$ cat config.mk
export PLATFORM = sky130hd
export DESIGN_NAME = pwm_multi
export DESIGN_NICKNAME = d
export VERILOG_FILES = /design/src/rtl/pwm_multi.sv
export SDC_FILE = /design/constraint.sdc
export NUM_CORES = 1
export LEC_CHECK = 0
export ABC_CLOCK_PERIOD_IN_PS = 3260
export CAP_MARGIN = 15
export CORE_UTILIZATION = 43
export CTS_CLUSTER_SIZE = 40
export DETAILED_ROUTE_END_ITERATION = 10
export PLACE_DENSITY_LB_ADDON = 0.15
export SETUP_SLACK_MARGIN = 0.05
export SLEW_MARGIN = 20
export SYNTH_ARGS = -nofsm -noshare
export SYNTH_HDL_FRONTEND = slang
export SYNTH_SLANG_ARGS = --single-unit
$ cat constraint.sdc
create_clock -name clk -period 3.26 [get_ports clk]
set_clock_uncertainty 0.05 [all_clocks]
set_input_delay 0.489 -clock clk [delete_from_list [all_inputs] [get_ports clk]]
set_output_delay 0.489 -clock clk [all_outputs]
set_load 0.02 [all_outputs]
$ cat src/rtl/pwm_multi.sv
// Multi-channel PWM generator.
// One shared prescaler and period counter drive CHANNELS comparators. The
// counter runs edge-aligned (0..P, wrap) or center-aligned (0..P..1).
// Period, mode and duty values are double-buffered. The live ("act") copies
// reload only at a period boundary, or continuously while the block is
// disabled, so a period never runs with mixed settings.
module pwm_multi #(
    parameter int WIDTH    = 8,
    parameter int CHANNELS = 4,
    parameter int PRESC_W  = 8
) (
    input  logic                        clk,
    input  logic                        reset,
    input  logic                        en,
    input  logic                        mode,
    input  logic [PRESC_W-1:0]          prescale,
    input  logic [WIDTH-1:0]            period,
    input  logic                        wr_en,
    input  logic [$clog2(CHANNELS)-1:0] wr_ch,
    input  logic [WIDTH-1:0]            wr_dc,
    output logic [CHANNELS-1:0]         pwm_out,
    output logic [CHANNELS-1:0]         pwm_out_n,
    output logic                        period_end
);

    typedef enum logic {
        DIR_UP   = 1'b0,
        DIR_DOWN = 1'b1
    } dir_t;

    logic [PRESC_W-1:0] r_presc_cnt;
    logic [WIDTH-1:0]   r_cnt;
    logic [WIDTH-1:0]   w_cnt_next;
    dir_t               r_dir;
    dir_t               w_dir_next;
    logic [WIDTH-1:0]   r_period_act;
    logic               r_mode_act;
    logic               r_period_end;
    logic               w_tick;
    logic               w_boundary;
    logic               w_load;
    logic               w_wr_ok;

    // A prescale value lowered below the running count gives no tick:
    // the count simply restarts from 0 on the next cycle.
    assign w_tick  = en && (r_presc_cnt == prescale);
    assign w_load  = !en || w_boundary;
    assign w_wr_ok = wr_en && (int'(wr_ch) < CHANNELS);

    // Prescaler: counts 0..prescale and clears when disabled.
    always_ff @(posedge clk) begin
        if (reset) begin
            r_presc_cnt <= '0;
        end else if (!en || r_presc_cnt >= prescale) begin
            r_presc_cnt <= '0;
        end else begin
            r_presc_cnt <= r_presc_cnt + PRESC_W'(1);
        end
    end

    // Boundary detection. Edge mode ends a period on the tick at the top
    // count. Center mode ends it on the tick that sees the count back at 0
    // while descending, or on every tick when the period is 0.
    always_comb begin
        w_boundary = 1'b0;
        if (w_tick) begin
            if (!r_mode_act) begin
                w_boundary = (r_cnt == r_period_act);
            end else begin
                w_boundary = (r_period_act == '0) ||
                             ((r_cnt == '0) && (r_dir == DIR_DOWN));
            end
        end
    end

    // Counter and direction next-state. In center mode the 0 seen at a
    // boundary already counts as the first tick of the new period, so
    // center->center continues at 1. Any other transition restarts at 0
    // counting up.
    always_comb begin
        w_cnt_next = r_cnt;
        w_dir_next = r_dir;
        if (!en) begin
            w_cnt_next = '0;
            w_dir_next = DIR_UP;
        end else if (w_boundary) begin
            w_dir_next = DIR_UP;
            if (r_mode_act && mode && (period != '0)) begin
                w_cnt_next = WIDTH'(1);
            end else begin
                w_cnt_next = '0;
            end
        end else if (w_tick) begin
            if (!r_mode_act) begin
                w_cnt_next = r_cnt + WIDTH'(1);
            end else if (r_dir == DIR_UP) begin
                if (r_cnt >= r_period_act) begin
                    w_cnt_next = r_cnt - WIDTH'(1);
                    w_dir_next = DIR_DOWN;
                end else begin
                    w_cnt_next = r_cnt + WIDTH'(1);
                end
            end else begin
                w_cnt_next = r_cnt - WIDTH'(1);
            end
        end
    end

    // Counter and direction state registers.
    always_ff @(posedge clk) begin
        if (reset) begin
            r_cnt <= '0;
            r_dir <= DIR_UP;
        end else begin
            r_cnt <= w_cnt_next;
            r_dir <= w_dir_next;
        end
    end

    // Shadow period and mode: reload at a boundary or while disabled.
    always_ff @(posedge clk) begin
        if (reset) begin
            r_period_act <= '0;
            r_mode_act   <= 1'b0;
        end else if (w_load) begin
            r_period_act <= period;
            r_mode_act   <= mode;
        end
    end

    // Period-end pulse, one clk after the boundary tick.
    always_ff @(posedge clk) begin
        if (reset) begin
            r_period_end <= 1'b0;
        end else begin
            r_period_end <= w_boundary;
        end
    end

    assign period_end = r_period_end;

    genvar gi;
    generate
        for (gi = 0; gi < CHANNELS; gi++) begin : g_ch
            logic [WIDTH-1:0] r_dc_buf;
            logic [WIDTH-1:0] r_dc_act;
            logic             r_pwm;
            logic             r_pwm_n;
            logic             w_below;

            assign w_below = (r_cnt < r_dc_act);

            // Duty staging buffer. Writes are accepted even while disabled.
            always_ff @(posedge clk) begin
                if (reset) begin
                    r_dc_buf <= '0;
                end else if (w_wr_ok && (int'(wr_ch) == gi)) begin
                    r_dc_buf <= wr_dc;
                end
            end

            // Active duty. It takes the buffer value from before any
            // same-cycle write, so there is no bypass at a boundary.
            always_ff @(posedge clk) begin
                if (reset) begin
                    r_dc_act <= '0;
                end else if (w_load) begin
                    r_dc_act <= r_dc_buf;
                end
            end

            // Registered comparator outputs, forced low while disabled.
            always_ff @(posedge clk) begin
                if (reset) begin
                    r_pwm   <= 1'b0;
                    r_pwm_n <= 1'b0;
                end else begin
                    r_pwm   <= en && w_below;
                    r_pwm_n <= en && !w_below;
                end
            end

            assign pwm_out[gi]   = r_pwm;
            assign pwm_out_n[gi] = r_pwm_n;
        end
    endgenerate

endmodule

== After elaboration in Yosys (flattened, before gate mapping) ==
Cells that the tools add are included.

* Add/subtract/negate cells: 3
* $mul: 0
* Div/mod/pow operators: 0
* $lt $le $gt $ge: 6
* Equal/unequal tests: 5
* Shift operators: 0
* Multiplexer cells: 10
* Bitwise gates (word level): 1
* Reductions and logical operators: 33

{| class="wikitable"
|+ Operators by type and width
! kind !! count
|-
| 8-bit 2-to-1 mux || 5
|-
| 8-bit less-than comparator || 4
|-
| 8-bit by 1-bit adder with 8-bit output (second input constant) || 2
|-
| 8-bit == test || 2
|-
| 8-bit >= comparator || 2
|-
| 1-bit logical AND || 16
|-
| 8-bit logical NOT || 2
|-
| 8-bit nonzero test || 1
|-
| 8-bit by 1-bit subtractor with 8-bit output (second input constant) || 1
|-
| 1-bit logical NOT || 5
|-
| 1-bit 2-to-1 mux || 5
|-
| 2-bit == test (second input constant) || 2
|-
| 2-bit OR reduction || 2
|-
| 1-bit logical OR || 3
|-
| 3-bit OR reduction || 1
|-
| 2-bit by 1-bit == test with 1-bit output (second input constant) || 1
|-
| 2-bit logical NOT || 1
|-
| 2-bit AND reduction || 1
|-
| 2-bit nonzero test || 1
|-
| 1-bit inverter || 1
|}

* Bits in registers: 99
* Bits in latches: 0
* RAM bits: 0
* Bits in read-only memories: 0
* Input port bits: 31
* Word-level logic and storage cells: 80
* Memories: 0

== Longest topological paths before layout ==
* Depth after elaboration: 6
* Mapped depth: 10

== Worst setup path after synthesis ==
Ideal clock, no wire load.

* Path type: register -> register
* Start: reg r_cnt[0]
* End: reg r_cnt[2]
* Data arrival time: 2356 ps
* Data required time: 3136 ps
* Setup slack: 780 ps
* Stages on the path, launching flop included: 10
* Path buffers: 1
* Clock period less this slack: 2480 ps
* Cell sequence: dfxtp_1 clkbuf_1 inv_1 ha_1 nand2b_1 a2111oi_2 o32ai_4 mux2_2 nand2b_1 a31oi_1

* Longest elaborated chain between the ends: 6
* Elaborated cells between the ends (all ways): 15
* Those cells by class: 2 x add/sub; 1 x order compare; 1 x eq/ne; 7 x mux; 4 x reduce/logical

{| class="wikitable"
|+ Ends and longest elaborated chain
! what !! line !! source
|-
| start: declaration || 32 || <nowiki>logic [WIDTH-1:0] r_cnt;</nowiki>
|-
| start signal: assignment || 115 || <nowiki>r_cnt <= w_cnt_next;</nowiki>
|-
| 8-bit by 1-bit adder with 8-bit output (tied with other cells) || 95, 101 ||
|-
| 8-bit 2-to-1 mux or 1-bit logical AND (tied branches) || 97, 71 ||
|-
| 8-bit 2-to-1 mux or 1-bit logical OR (tied branches) || 96, 70 ||
|-
| 8-bit 2-to-1 mux or 1-bit 2-to-1 mux (tied branches) || 94, 67 ||
|-
| 8-bit 2-to-1 mux or 1-bit 2-to-1 mux (tied branches) || 93, 66 ||
|-
| 8-bit 2-to-1 mux or 2-bit nonzero test (tied branches) || - ||
|}

Several ways; a longest one is shown, not always the timed one. The select of a mux whose other input is x is not followed.
A chain may end at the register's enable or synchronous reset.

== Worst setup path after layout ==
Same ends and word-level chain as after synthesis.

==> run summary <==
CP Class - reg2reg
clock tree from TritonCTS - done
routability congestion estimate from global placement - 0.876
Peak VDD IR - 336 uV
Syn Inst Count - 537
class of the worst hold path - reg2reg
post_cts resized - 0
Unique masters post-synth - 46
Period minus WS final - 2690 ps
critical path fanouts, max - 12
final antenna diode count - 0
CTS sink cnt - 99
Antenna Nets Post-Route - 0
Filler cells - 1082
height of the die - 110 um
Synth top area share - 0.395
count of maximum capacitance violations - 0
Post-Syn Area - 0.00501 mm^2
largest net degree at the start of global routing - 49
CTS Hold Bufs - 0
Post-synth EDFFs - 0
via count - 3608
area leader, netlist - dfxtp_1
Final setup viols - 0
fin. max-slew vios - 0
IO Pins - 40
ys async rst share - 0
final core utilization - 0.509
first-pass GRT wire length - 16400 um
residual DRC count - 0
Arrival @ worst endpoint - 2910 ps
Critical Path End Type - flop
Synth area leaders - dfxtp_1 (40%), mux2i_1 (16%), ha_1 (12%)
# Post-CTS Setup Buffers - 0
Reg clk slew, reported paths - 70 ps
setup tns final - 0 ps
Die ar. - 0.0121 mm^2
DRT iter0 DRCs - 158
Via density - 5.06
Main synth FF type - dfxtp_1
Power Density - 448 mW/mm^2
synth warn - 0
Fmax - 0.372 GHz
Worst EP required - 3480 ps
CTS Buffer Depth - 2
ratio of final minimum period to clock period - 0.825
Hold Fails Final Rpt - 0
Die W - 110 um
DRT Pass-1 Iters - 4
Area growth syn-to-layout - 15.4%
cts bufs inserted - 9
Lkg Pwr - 2.55 nW
total congestion overflow - 0
vias in the first global route - 3391
DPL Wire Length - 7340 um
clk_lat worst skew - 340 ps
status - completed
synthesized flop and latch total - 99
syn_area_per_cell - 9.34 um^2
Seq/Total Area, Yosys - 0.395
nets@finish - 644
IO buf count - 39
cell row count - 39
Startpoint Class - flop
Synth Net Count - 615
Starting Density - 0.441
GRT Total Usage - 0.180
RSZ-0062 raised after global routing - false
htree depth - 3
initial antenna violation count - 0
worst slew pin tran - 684 ps
WL per Instance - 13.9 um
share of cells above drive strength 1 - 0.0509
relative slew slack - 0.543
Root Buffer - clkbuf_16
drt total wl - 9890 um
core area - 0.0114 mm^2
final timing paths:
| kind | startpoint | to | slack [ps] | cells past startpoint |
|---|---|---|---|---|
| max reg2reg | r_cnt[0] | r_cnt[2] | 570 | 8 |
| min reg2reg | r_presc_cnt[0] | r_presc_cnt[0] | 420 | 1 |
| max | r_cnt[0] | r_cnt[2] | 570 | 8 |
| min | r_presc_cnt[0] | r_presc_cnt[0] | 420 | 1 |
cell usage after synthesis, types with 3 or more instances:
cell and n:
and2_1 4, xor2_1 4, nand2_1 13, nand2b_1 8, a21o_1 15, inv_1 49
a211oi_1 7, buf_4 8, a21oi_1 17, a31oi_1 4, nand3_1 15, a22o_1 4
nor4_1 4, or3_1 3, dfxtp_1 99, or4_1 3, nor2_1 91, ha_1 47
xnor2_1 3, nor3_1 3, o21ai_0 5, clkbuf_1 10, nor2b_1 3, buf_1 4
mux2i_1 78, o21ai_1 5, nand4_1 4, buf_6 4
kinds of logic (layout without fill, tap and decap cells):
group           Yosys count  in the layout  share of synthesized area
fa+ha+maj                47             47                      0.117
compound gates           68             68                     0.0976
buf+inv                  76            109                     0.0691
simple gates            159            159                      0.146
xor+xnor                  7              7                     0.0122
mux                      81             81                      0.162
flops                    99             99                      0.395
through the flow:
| stage | area [um^2] | setup slack (ps) | instances | power, mW | hold slack, ps |
|---|---|---|---|---|---|
| floorplan | 5010 | 780 | 537 | 1.45 | 380 |
| global placement | 5490 | 525 | 698 | 1.54 | 401 |
| detailed placement | 5490 | 453 | 698 | 1.54 | 414 |
| CTS | 5790 | 560 | 713 | 2.62 | 428 |
| global route | 5790 | 421 | 713 | 2.70 | 454 |
| finish | 5790 | 572 | 713 | 2.59 | 424 |
power breakdown:
group	switching (mW)	internal [mW]	total [mW]
Sequential	0.0204	1.24	1.26
Clock	0.445	0.632	1.08
Combinational	0.128	0.122	0.250
Total	0.593	2.00	2.59
area by class of cell:
type | count | area [um^2] | share of cell area
clock inverters | 4 | 48.8 | 0.00843
repair buffers | 45 | 455 | 0.0787
well taps | 143 | 179 | 0.0309
inverters | 49 | 184 | 0.0318
flip-flops and latches | 99 | 1980 | 0.342
multi-input cells | 362 | 2690 | 0.464
clock buffers | 11 | 253 | 0.0437
state kept, by name, indices dropped and copies added (netlist names):
signal / flops
g_ch.r_dc_act: 32
r_period_act: 8
r_dir: 1
g_ch.r_pwm: 4
g_ch.r_pwm_n: 4
r_presc_cnt: 8
r_cnt: 8
period_end: 1
g_ch.r_dc_buf: 32
r_mode_act: 1
critical path: stages, from the launching register on:
cell and delay, ps:
dfxtp_1 550, inv_1 120, ha_1 320, nand2b_1 160
a2111oi_2 530, o32ai_4 250, mux2_2 330, nand2b_1 140
a31oi_1 170
layer usage:
layer  vias to the layer above  routed length [um]  track usage  part of all wire
met1                      1662                4880        0.226              0.49
met2                        39                4530        0.299              0.46
met4                         0                 234       0.0771             0.024
met5                         -                   0            0                 0
li1                       1893                   -            -                 -
met3                        14                 253       0.0388             0.026
layout by cell type, fill, tap and decap left out, types with 5 or more instances in the layout:
cell / netlist / routed
nand2b_1: 8 / 8
a21o_1: 15 / 15
nand2_1: 13 / 13
a21oi_1: 17 / 17
clkbuf_16: 0 / 9
o21ai_1: 5 / 5
dfxtp_1: 99 / 99
nor2_1: 91 / 91
clkdlybuf4s50_1: 0 / 38
inv_1: 49 / 49
nand3_1: 15 / 15
mux2i_1: 78 / 78
o21ai_0: 5 / 5
ha_1: 47 / 47
a211oi_1: 7 / 7
(Power assumes the default switching activity.)
